--- config.mk ---
export PLATFORM = sky130hd
export DESIGN_NAME = seg7_tick_counter_flat
export DESIGN_NICKNAME = d
export VERILOG_FILES = /design/src/rtl/seg7_pkg.sv /design/src/rtl/seg7_tick_counter_if.sv /design/src/rtl/seg7_decoder.sv /design/src/rtl/seg7_tick_counter.sv /design/src/flat_wrapper.sv
export SDC_FILE = /design/constraint.sdc
export NUM_CORES = 1
export LEC_CHECK = 0
export BUFFER_PORTS_ARGS = -buffer_cell sky130_fd_sc_hd__clkbuf_2
export CORE_UTILIZATION = 40
export DETAILED_ROUTE_END_ITERATION = 16
export PLACE_DENSITY_LB_ADDON = 0.08
export SLEW_MARGIN = 20
export SYNTH_ARGS = -nofsm -noshare
export SYNTH_HDL_FRONTEND = slang
export SYNTH_SLANG_ARGS = --single-unit
--- constraint.sdc ---
create_clock -name clk -period 5.31 [get_ports clk]
set_clock_uncertainty 0.05 [all_clocks]
set_input_delay 1.062 -clock clk [delete_from_list [all_inputs] [get_ports clk]]
set_output_delay 1.062 -clock clk [all_outputs]
set_load 0.01 [all_outputs]
--- src/rtl/seg7_pkg.sv ---
// seg7_pkg: glyph constants, pin masks and ui_in bit positions for seg7_tick_counter
package seg7_pkg;
  localparam logic [6:0] SEG_0 = 7'h3F;
  localparam logic [6:0] SEG_1 = 7'h06;
  localparam logic [6:0] SEG_2 = 7'h5B;
  localparam logic [6:0] SEG_3 = 7'h4F;
  localparam logic [6:0] SEG_4 = 7'h66;
  localparam logic [6:0] SEG_5 = 7'h6D;
  localparam logic [6:0] SEG_6 = 7'h7D;
  localparam logic [6:0] SEG_7 = 7'h07;
  localparam logic [6:0] SEG_8 = 7'h7F;
  localparam logic [6:0] SEG_9 = 7'h6F;
  localparam logic [6:0] SEG_A = 7'h77;
  localparam logic [6:0] SEG_B = 7'h7C;
  localparam logic [6:0] SEG_C = 7'h39;
  localparam logic [6:0] SEG_D = 7'h5E;
  localparam logic [6:0] SEG_E = 7'h79;
  localparam logic [6:0] SEG_F = 7'h71;
  localparam logic [15:0][6:0] SEG_LUT = {SEG_F, SEG_E, SEG_D, SEG_C, SEG_B, SEG_A, SEG_9, SEG_8,
                                          SEG_7, SEG_6, SEG_5, SEG_4, SEG_3, SEG_2, SEG_1, SEG_0};
  localparam logic [7:0] UIO_OE_MASK = 8'h3F;
  localparam int UI_RUN = 0;
  localparam int UI_DIR = 1;
  localparam int UI_HEX = 2;
  localparam int UI_LOAD = 3;
  localparam int UI_VAL = 4;
endpackage

--- src/rtl/seg7_tick_counter_if.sv ---
// seg7_tick_counter_if: Tiny Tapeout style pin bundle between host/bench and the counter
interface seg7_tick_counter_if;
  logic [7:0] ui_in;
  logic [7:0] uo_out;
  logic [7:0] uio_in;
  logic [7:0] uio_out;
  logic [7:0] uio_oe;
  modport master (output ui_in, uio_in, input uo_out, uio_out, uio_oe);
  modport slave (input ui_in, uio_in, output uo_out, uio_out, uio_oe);
endinterface

--- src/rtl/seg7_decoder.sv ---
// seg7_decoder: combinational 4-bit value to 7-segment glyph (bit0 = a, active high)
module seg7_decoder
  import seg7_pkg::*;
(
  input  logic [3:0] val,
  output logic [6:0] seg
);
  assign seg = SEG_LUT[val];
endmodule

--- src/rtl/seg7_tick_counter.sv ---
// seg7_tick_counter: prescaled up/down dec/hex counter driving one 7-segment digit
// Define SEG7_ACTIVE_LOW_EN for an inverted (common-anode) uo_out.
module seg7_tick_counter
  import seg7_pkg::*;
#(
  parameter int unsigned PRESCALE_W = 24,
  parameter logic [PRESCALE_W-1:0] MAX_COUNT = 24'd10_000_000
) (
  input logic clk,
  input logic rst_n,
  input logic ena,
  seg7_tick_counter_if.slave bus
);
`ifdef SEG7_ACTIVE_LOW_EN
  localparam logic [7:0] UO_POL = 8'hFF;
`else
  localparam logic [7:0] UO_POL = 8'h00;
`endif
  localparam logic [PRESCALE_W-1:0] PRE_LAST = MAX_COUNT - 1'b1;
  logic [7:0] s1_q, s1_d, s2_q, s2_d, uo_q, uo_d;
  logic s3_q, s3_d, dp_q, dp_d, tick_q, tick_d, wrap_q, wrap_d;
  logic [PRESCALE_W-1:0] pre_q, pre_d;
  logic [3:0] cnt_q, cnt_d, ld_val, step_val, val;
  logic [6:0] seg;
  logic run, dir, hex, load, tick, step_wrap, unused_uio;
  seg7_decoder u_dec (.val(cnt_q), .seg(seg));
  always_comb begin
    run = s2_q[UI_RUN];
    dir = s2_q[UI_DIR];
    hex = s2_q[UI_HEX];
    val = s2_q[UI_VAL +: 4];
    load = ena & s2_q[UI_LOAD] & ~s3_q;
    tick = ena & run & (pre_q == PRE_LAST);
    // an out-of-range value left over from hex mode wraps like a terminal count
    step_wrap = (~hex & (cnt_q > 4'd9)) | (dir ? cnt_q == 4'd0 : cnt_q == (hex ? 4'hF : 4'd9));
    step_val = step_wrap ? (dir ? (hex ? 4'hF : 4'd9) : 4'd0) : (dir ? cnt_q - 4'd1 : cnt_q + 4'd1);
    ld_val = (~hex & (val > 4'd9)) ? 4'd9 : val;
    s1_d = bus.ui_in;
    s2_d = s1_q;
    s3_d = s2_q[UI_LOAD];
    pre_d = load ? '0 : (ena & run) ? (tick ? '0 : pre_q + 1'b1) : pre_q;
    cnt_d = load ? ld_val : tick ? step_val : cnt_q;
    wrap_d = tick & ~load & step_wrap;
    dp_d = dp_q ^ wrap_d;
    tick_d = tick;
    uo_d = ena ? UO_POL ^ {dp_q, seg} : uo_q;
  end
  always_ff @(posedge clk) begin
    if (!rst_n) begin
      s1_q <= '0;
      s2_q <= '0;
      s3_q <= 1'b0;
      pre_q <= '0;
      cnt_q <= '0;
      dp_q <= 1'b0;
      tick_q <= 1'b0;
      wrap_q <= 1'b0;
      uo_q <= UO_POL ^ {1'b0, SEG_0};
    end else begin
      s1_q <= s1_d;
      s2_q <= s2_d;
      s3_q <= s3_d;
      pre_q <= pre_d;
      cnt_q <= cnt_d;
      dp_q <= dp_d;
      tick_q <= tick_d;
      wrap_q <= wrap_d;
      uo_q <= uo_d;
    end
  end
  assign unused_uio = ^bus.uio_in;
  assign bus.uo_out = uo_q;
  assign bus.uio_out = {2'b00, wrap_q, tick_q, cnt_q};
  assign bus.uio_oe = UIO_OE_MASK;
endmodule

--- src/flat_wrapper.sv ---
// flat-port wrapper written by rule: the top's interface ports become plain ports
module seg7_tick_counter_flat import seg7_pkg::*;
#(
  parameter int unsigned PRESCALE_W = 24,
  parameter logic [PRESCALE_W-1:0] MAX_COUNT = 24'd10_000_000
)
  (clk, rst_n, ena, bus_ui_in, bus_uio_in, bus_uo_out, bus_uio_out, bus_uio_oe);
  seg7_tick_counter_if bus_i ();
  input logic clk;
  input logic rst_n;
  input logic ena;
  input wire logic [$bits(bus_i.ui_in)-1:0] bus_ui_in;
  input wire logic [$bits(bus_i.uio_in)-1:0] bus_uio_in;
  output wire logic [$bits(bus_i.uo_out)-1:0] bus_uo_out;
  output wire logic [$bits(bus_i.uio_out)-1:0] bus_uio_out;
  output wire logic [$bits(bus_i.uio_oe)-1:0] bus_uio_oe;
  assign bus_i.ui_in = bus_ui_in;
  assign bus_i.uio_in = bus_uio_in;
  assign bus_uo_out = bus_i.uo_out;
  assign bus_uio_out = bus_i.uio_out;
  assign bus_uio_oe = bus_i.uio_oe;
  seg7_tick_counter #(.PRESCALE_W(PRESCALE_W), .MAX_COUNT(MAX_COUNT)) u_core (.clk(clk), .rst_n(rst_n), .ena(ena), .bus(bus_i));
endmodule
; Yosys cells after proc, flatten, opt, wreduce, memory -nomap -nowiden
; Memory sizes are Yosys's and may differ from the RTL's. A register that Yosys moved wholly into a read port is not among the register bits.
; Cells that the tools add are included.
[op_classes]
n_addsub = 3
mul = 0
div = 0
magnitude_cmp = 3
eq_ne = 2
shift = 0
n_mux = 10
bitwise = 14
reduce_logical = 4
[ops]
columns = op, count
row1 = 24-bit by 1-bit adder with 24-bit output (second input constant), 1
row2 = 24-bit == test (second input constant), 1
row3 = 24-bit 2-to-1 mux, 1
row4 = 4-bit 2-to-1 mux, 6
row5 = 1-bit AND, 8
row6 = 4-bit > comparator (second input constant), 2
row7 = 7-bit 2-to-1 mux, 1
row8 = 4-bit by 5-bit less-than comparator with 1-bit output (second input constant), 1
row9 = 4-bit by 1-bit adder with 4-bit output (second input constant), 1
row10 = 4-bit == test, 1
row11 = 4-bit zero test, 1
row12 = 1-bit NOT, 4
row13 = 4-bit by 1-bit subtractor with 4-bit output (second input constant), 1
row14 = 3-bit 2-to-1 mux, 1
row15 = 2-bit nonzero test, 1
row16 = 2-bit OR reduction, 1
row17 = 1-bit zero test, 1
row18 = 1-bit 2-to-1 mux, 1
row19 = 1-bit bitwise OR, 1
row20 = 1-bit XOR, 1
[totals]
regBits = 56
latch_bits = 0
ramBits = 0
romBits = 112
input_bits = 19
word_cells = 46
memories = 1
[mem_list]
columns = memory, depth, word_bits, rd, rd_ports_with_merged_regs, wr, line_no
row1 = (name not given), 16, 7, 1, 1, 0, seg7_decoder.sv:8  ; assign seg = SEG_LUT[val];

; Depth between registers and ports, before layout
; Gate-level depths: netlist of run 1.
[depth]
word_depth = 7
depth_mapped = 7
mapped_depth_nobuf = 7

; Hierarchy
; A second synthesis of run 1 with hierarchy kept.
[hier_totals]
hier_cells = 299
area_unflattened_um2 = 2688.8
[by_module_without_submodules]
columns = module, n_inst, cells_each, area_each_um2, seq_area_each_um2
row1 = seg7_tick_counter, 1, 266, 2401.1, 1121.1
row2 = seg7_decoder, 1, 33, 287.8, 0.0

; Least setup slack after synthesis of run 1
; OpenSTA, ideal clock, no wires.
[synth_timing]
path_kind = input to register
from = input port ena
to = register u_core.pre_q[11]
arrival_time_ps = 2340
path_slack_ps = 2805
stages = 7
n_path_buf = 2
cell_sequence = buf_4 > nand3_1 > or4_4 > or2_4 > nand2_4 > buf_6 > nor2_1
[synth_via]
elab_chain_len = 3
word_cells_on_any_way = 6
classes_between = mux (1) / bitwise (4) / reduce/logical (1)
[synth_lines]
columns = element, line_no
row1 = "start, declared", flat_wrapper.sv:11  ; input logic ena;
row2 = "1-bit AND, on equally long branches", "seg7_tick_counter.sv:33, seg7_tick_counter.sv:41, seg7_tick_counter.sv:32"
row3 = "1-bit AND, on equally long branches", "seg7_tick_counter.sv:33, seg7_tick_counter.sv:32"
row4 = 24-bit 2-to-1 mux / 2-bit OR reduction (equally long branches), --
row5 = "end signal, assigned", seg7_tick_counter.sv:63  ; pre_q <= pre_d;
row6 = "end, declared", seg7_tick_counter.sv:22  ; logic [PRESCALE_W-1:0] pre_q, pre_d;
; Several ways; a longest one is shown, not always the timed one.
; A chain may end at the register's enable or synchronous reset.

; Worst setup path after layout of run 1
[layout_timing]
from = input port ena
to = register u_core.dp_q
[layout_via]
elab_chain_len = 6
word_cells_on_any_way = 8
classes_between = bitwise (8)
[layout_lines]
columns = element, line_no
row1 = 1-bit AND (2 in series), seg7_tick_counter.sv:32  ; load = ena & s2_q[UI_LOAD] & ~s3_q;
row2 = 1-bit NOT, seg7_tick_counter.sv:43  ; wrap_d = tick & ~load & step_wrap;
row3 = 1-bit AND (*) (2 in series), seg7_tick_counter.sv:43
row4 = 1-bit XOR (*), seg7_tick_counter.sv:44  ; dp_d = dp_q ^ wrap_d;
row5 = "end signal, assigned", seg7_tick_counter.sv:65  ; dp_q <= dp_d;
row6 = "end, declared", seg7_tick_counter.sv:21  ; logic s3_q, s3_d, dp_q, dp_d, tick_q, tick_d, wrap_q, wrap_d;
; Mark *: on every way between the ends. The rest lies on a longest branch, timed or not.

==> flow_summary_export.csv, run 1 <==
group,metric,value,unit
outcome,run_status,"complete, no violations",
die,core_area,6490,um2
synth,yosys.area.top_type,"dfxtp_1",
global_routing,grt_use_total,0.157,
worst_setup_path,crit_type,"input pin to register",
pwr,ir_drop,0.133,mV
cts,cts_resized,0,
flow_run,cap_violations,0,
die,fp-row-count,29,
worst_setup_path,reg2reg_slack,3100,ps
synth,synth-seq-area-share,0.407,
placement,io_buffers,24,
worst_setup_path,r2r-end,"u_core.cnt_q[3]",
cells_and_area,layout_common_cells,"dfxtp_1, nor2_1, nand2_1",
detailed_routing,via_count,2033,
synth,synth-edff-count,0,
cts,tritoncts,"built",
die,die_w,85.0,um
global_routing,gr-usage-met1,0.233,
worst_setup_path,r2r-start,"u_core.cnt_q[1]",
pwr,p_per_area,240,nW/um2
timing,fmax,368,MHz
worst_setup_path,crit_end,"u_core.dp_q",
synth,syn_area_per_cell,8.87,um2
placement,place_area,2860,um2
hold_path,hp-start,"u_core.s1_q[6]",
placement,place.gp.congestion,0.746,
placement,dp_hpwl,3.62,mm
global_routing,busiest_layer,"met1",
die,start_util,0.425,
placement,dp_cells,398,
worst_setup_path,start_kind,"input pin",
detailed_routing,wl,5.13,mm
timing,fin_tns_setup,0,ps
synth,postSynthRegisterBits,56,
timing,hold_viol_final,0,
global_routing,grt_pass1_vias,1826,
cells_and_area,fill_cells,639,
cts,clk_pin_slew,100,ps
synth,syn_area,2760,um2
synth,ys_warn_count,0,
global_routing,grt_use_met3,0.0331,
worst_setup_path,critPathRequiredTime,5460,ps
global_routing,grt_overflow,0,
cells_and_area,final_layout_size_suffix_gt1_frac,0.134,
die,io_pins,43,
timing,slew_viol_final,0,
pwr,leakage,1.08,nW
cts,h-tree-depth,2,
detailed_routing,viasPerCell,5.01,
timing,fin_crit_sh,0.512,
detailed_routing,drt_first_pass_iters,4,
cells_and_area,fin_cells,406,
cells_and_area,final_common_cell,"dfxtp_1",
worst_setup_path,reg2reg_depth,7,
global_routing,grt_pass1_wl,8.92,mm
cells_and_area,finalInstanceArea,2950,um2
synth,synthCells,311,
detailed_routing,first_iter_violations,76,
synth,synth_area_leaders,"dfxtp_1, xnor2_1, nor2_1",
synth,synth_top_area_frac,0.407,
cts,cts_buffer_depth,2,
cells_and_area,seq_area,1120,um2
timing,tightest_slew,647,ps
detailed_routing,remaining_drc_errors,0,
timing,rsz0062_at_grt,"no",
hold_path,hold_class,"register to register",
worst_setup_path,end_kind,"register",
synth,synthArstFlopShare,0,
cells_and_area,finish.utilization,0.453,
cts,numCtsBuffers,5,
cells_and_area,n_antenna_cell,0,
cells_and_area,nets,356,
detailed_routing,ant_nets,0,
die,die_area,7230,um2
synth,ys_types,57,
cts,root_buffer,"clkbuf_8",
cts,ctsHoldBuffers,0,
cts,clock_sinks,56,
timing,relSlewSlack,0.565,
die,die_h,85.0,um
global_routing,gr-usage-met2,0.220,
synth,synthFlopType,"dfxtp_1",
worst_setup_path,startpoint,"ena",
worst_setup_path,cp.arrival,2870,ps
cts,postCtsSetupBuffers,0,
timing,fin_crit,2720,ps
global_routing,antenna_found_initial,0,
cells_and_area,multi_input_area,1470,um2
worst_setup_path,crit_path_max_fanout,17,
timing,setup_viol,0,
cts,clock_latency,310,ps
detailed_routing,routedWlPerCell,12.6,um
cells_and_area,syn2layout_area_growth,6.81,%
global_routing,grt_start_max_net_pins,28,
-- metrics by stage --
stage               worst slack (ps)  hold slack [ps]  power (mW)
floorplan                       2810              362       0.474
global route                    2330              410       0.744
finish                          2590              395       0.707
detailed placement              2190              372       0.477
CTS                             2530              398       0.722
global placement                2170              364       0.477
-- power breakdown --
group	total (mW)	switching (mW)	internal [mW]	leakage, nW
Combinational	0.0358	0.0228	0.0130	0.578
Sequential	0.432	0.00459	0.427	0.455
Clock	0.240	0.146	0.0940	0.0445
Total	0.707	0.173	0.534	1.08
-- flip-flops by register name, indices dropped and copies added (netlist names) --
| register | cells |
|---|---|
| u_core.s3_q | 1 |
| u_core.tick_q | 1 |
| u_core.dp_q | 1 |
| u_core.bus.uo_out | 8 |
| u_core.s1_q | 8 |
| u_core.wrap_q | 1 |
| u_core.pre_q | 24 |
| u_core.cnt_q | 4 |
| u_core.s2_q | 8 |
-- how the worst min path moves through the flow --
stage | to | slack [ps] | depth (start not counted)
2_1_floorplan | u_core.s2_q[7] | 360 | 1
3_3_place_gp | u_core.s2_q[0] | 360 | 1
3_5_place_dp | u_core.s2_q[3] | 370 | 1
4_1_cts | u_core.s2_q[3] | 400 | 1
5_1_grt | u_core.s2_q[2] | 410 | 1
6_report | u_core.s2_q[6] | 400 | 1
-- cell families after synthesis --
logic type / count (synthesis) / synth area share
AO/OA/AOI/OAI: 30 / 0.0758
multiplexers: 11 / 0.0445
adder cells (fa/ha/maj): 9 / 0.0436
other: 2 / 0.00272
AND/OR/NAND/NOR: 146 / 0.284
buffers and inverters: 34 / 0.0703
XOR/XNOR: 23 / 0.0730
flip-flops: 56 / 0.407
-- routing by layer --
metal / routed length (um) / share of wire / up-vias
met5: 0 / 0 / -
met4: 85 / 0.017 / 0
met3: 186 / 0.036 / 7
met2: 2070 / 0.40 / 40
met1: 2790 / 0.54 / 921
li1: - / - / 1065
-- Yosys cell counts, types with 2 or more instances --
library cell and count:
and2_1 19, or3_1 3, and3_1 4, nand3_1 16
dfxtp_1 56, nor3_1 13, nand2b_1 3, o21ai_0 6
buf_6 2, and3b_1 2, ha_1 8, nor2_1 37
a21oi_1 6, nand4_1 4, nor2b_1 2, clkbuf_1 5
buf_2 2, xnor2_1 16, buf_4 13, conb_1 2
o211ai_1 2, mux2i_1 10, nor4_1 2, inv_1 12
nand2_1 26, and4_1 2, xor2_1 7, nor4_2 2
-- critical path, cell delays in order --
cell and delay (ps):
clkbuf_2 350, and3_1 300, nand2b_1 210, nor4_1 640, a31o_2 250, a21oi_1 50
-- final cells by class --
class / count / area share
multi-input combinational: 229 / 0.500
sequential: 56 / 0.381
timing repair buffer: 24 / 0.0408
tap: 77 / 0.0327
clock buffer: 5 / 0.0234
inverter: 12 / 0.0153
clock inverter: 3 / 0.00722
No activity file was read; power rests on OpenSTA's default activity.
==> run 2: changes to the inputs <==
clock period = 2.7 ns   (was 5.31 ns; I/O delays follow)
==> flow_summary_export.csv, run 2 (synthesis gave the netlist of run 1 again) <==
group,metric,value,unit
outcome,run_status,"complete, no violations",
global_routing,grt_pass1_wl,9.54,mm
cells_and_area,finalInstanceArea,2980,um2
detailed_routing,viasPerCell,5.07,
detailed_routing,routedWlPerCell,12.9,um
die,io_pins,43,
worst_setup_path,r2r-start,"u_core.cnt_q[1]",
global_routing,grt_pass1_vias,2009,
worst_setup_path,crit_type,"register to register",
pwr,clkPwrFrac,0.341,
hold_path,hold_depth,2,
timing,hold_viol_final,0,
placement,io_buffers,24,
placement,place_area,2890,um2
worst_setup_path,end_kind,"register",
flow_run,cap_violations,0,
worst_setup_path,critPathRequiredTime,2850,ps
detailed_routing,first_iter_violations,92,
pwr,swShare,0.248,
pwr,switchingPower,0.347,mW
global_routing,grt_overflow,0,
placement,dp_hpwl,3.66,mm
timing,fin_tns_setup,0,ps
die,die_h,85.0,um
cells_and_area,top_register,"u_core.pre_q",
cts,cts_buffer_depth,2,
cts,h-tree-depth,2,
timing,slew_viol_final,0,
timing,relSlewSlack,0.623,
pwr,p_per_area,470,nW/um2
detailed_routing,remaining_drc_errors,0,
cells_and_area,final_layout_size_suffix_gt1_frac,0.144,
cts,clk_pin_slew,110,ps
worst_setup_path,reg2reg_slack,560,ps
cells_and_area,fill_cells,639,
timing,fin_crit,2140,ps
worst_setup_path,reg2reg_depth,7,
hold_path,hold_class,"input pin to register",
cells_and_area,nets,360,
cells_and_area,largest_reg_flops,24,
cells_and_area,fin_cells,410,
cells_and_area,n_antenna_cell,0,
die,start_util,0.425,
timing,fin_crit_sh,0.792,
cts,ctsHoldBuffers,0,
global_routing,grt_use_total,0.164,
placement,place.gp.congestion,0.744,
worst_setup_path,cp.arrival,2290,ps
global_routing,grt_start_max_net_pins,28,
die,core_area,6490,um2
cts,postCtsSetupBuffers,0,
pwr,finalPower,1.40,mW
pwr,p_int,1.05,mW
placement,dp_cells,402,
cts,clock_sinks,56,
cts,tritoncts,"built",
cells_and_area,layout_common_cells,"dfxtp_1, nor2_1, nand2_1",
pwr,seqPwrFrac,0.606,
timing,fmax,468,MHz
die,die_w,85.0,um
hold_path,hold_end,"u_core.s1_q[7]",
detailed_routing,via_count,2078,
worst_setup_path,r2r-end,"u_core.cnt_q[3]",
global_routing,antenna_found_initial,0,
cts,root_buffer,"clkbuf_8",
pwr,comb_power_share,0.053,
cells_and_area,multi_input_area,1470,um2
cells_and_area,seq_area,1120,um2
hold_path,hp-start,"bus_ui_in[7]",
worst_setup_path,crit_path_max_fanout,8,
die,die_area,7230,um2
detailed_routing,wl,5.29,mm
detailed_routing,drt_first_pass_iters,4,
die,fp-row-count,29,
worst_setup_path,start_kind,"register",
timing,rsz0062_at_grt,"no",
cts,numCtsBuffers,5,
timing,tightest_slew,564,ps
cells_and_area,final_common_cell,"dfxtp_1",
pwr,ir_drop,0.272,mV
cts,cts_resized,0,
pwr,leakage,1.10,nW
detailed_routing,ant_nets,0,
timing,setup_viol,0,
cells_and_area,syn2layout_area_growth,7.89,%
cts,clock_latency,310,ps
## run 2: cell types whose count changed in the layout (fill, tap and decap cells not counted), sizes merged
cell and delta:
buf +4
## run 2: power groups by stage
stage	Clock (mW)	Sequential [mW]	Combinational, mW
6_report	0.478	0.847	0.0738
3_3_place_gp	0	0.866	0.0741
5_1_grt	0.532	0.849	0.0845
4_1_cts	0.501	0.848	0.0748
2_1_floorplan	0	0.866	0.0657
3_5_place_dp	0	0.867	0.0745
## run 2: worst max path at each step
stage / slack (ps) / start / to
global route: 310 / u_core.cnt_q[1] / u_core.cnt_q[3]
CTS: 550 / u_core.cnt_q[1] / u_core.cnt_q[3]
finish: 560 / u_core.cnt_q[1] / u_core.cnt_q[3]
detailed placement: 450 / ena / u_core.dp_q
floorplan: 720 / ena / u_core.pre_q[23]
global placement: 460 / ena / u_core.dp_q
## run 2: area by class of cell
class,instances,share of cell area
Clock buffer,5,0.0231
Tap cell,77,0.0324
Inverter,12,0.0151
Sequential cell,56,0.377
Clock inverter,3,0.00715
Timing Repair Buffer,28,0.0505
Multi-Input combinational cell,229,0.495
## run 2: layer usage
metal / global-route usage / up-vias / wire, um / part of all wire
li1: - / 1083 / - / -
met1: 0.235 / 957 / 2910 / 0.55
met2: 0.248 / 32 / 2160 / 0.41
met3: 0.0292 / 6 / 137 / 0.026
met4: 0.0601 / 0 / 80 / 0.015
met5: 0 / - / 0 / 0
## run 2: critical path: stages, from the launching register on
cell and delay, ps:
dfxtp_1 410, inv_1 230, ha_1 320, o21bai_1 110
a32o_1 250, nor4_1 360, mux2i_1 220, a21oi_1 80
## run 2: stage by stage
stage | util | hold slack, ps | worst slack, ps
floorplan | - | 362 | 717
global route | 0.458 | 358 | 311
CTS | 0.458 | 361 | 555
detailed placement | 0.444 | 368 | 453
global placement | 0.444 | 364 | 458
finish | 0.458 | 371 | 562
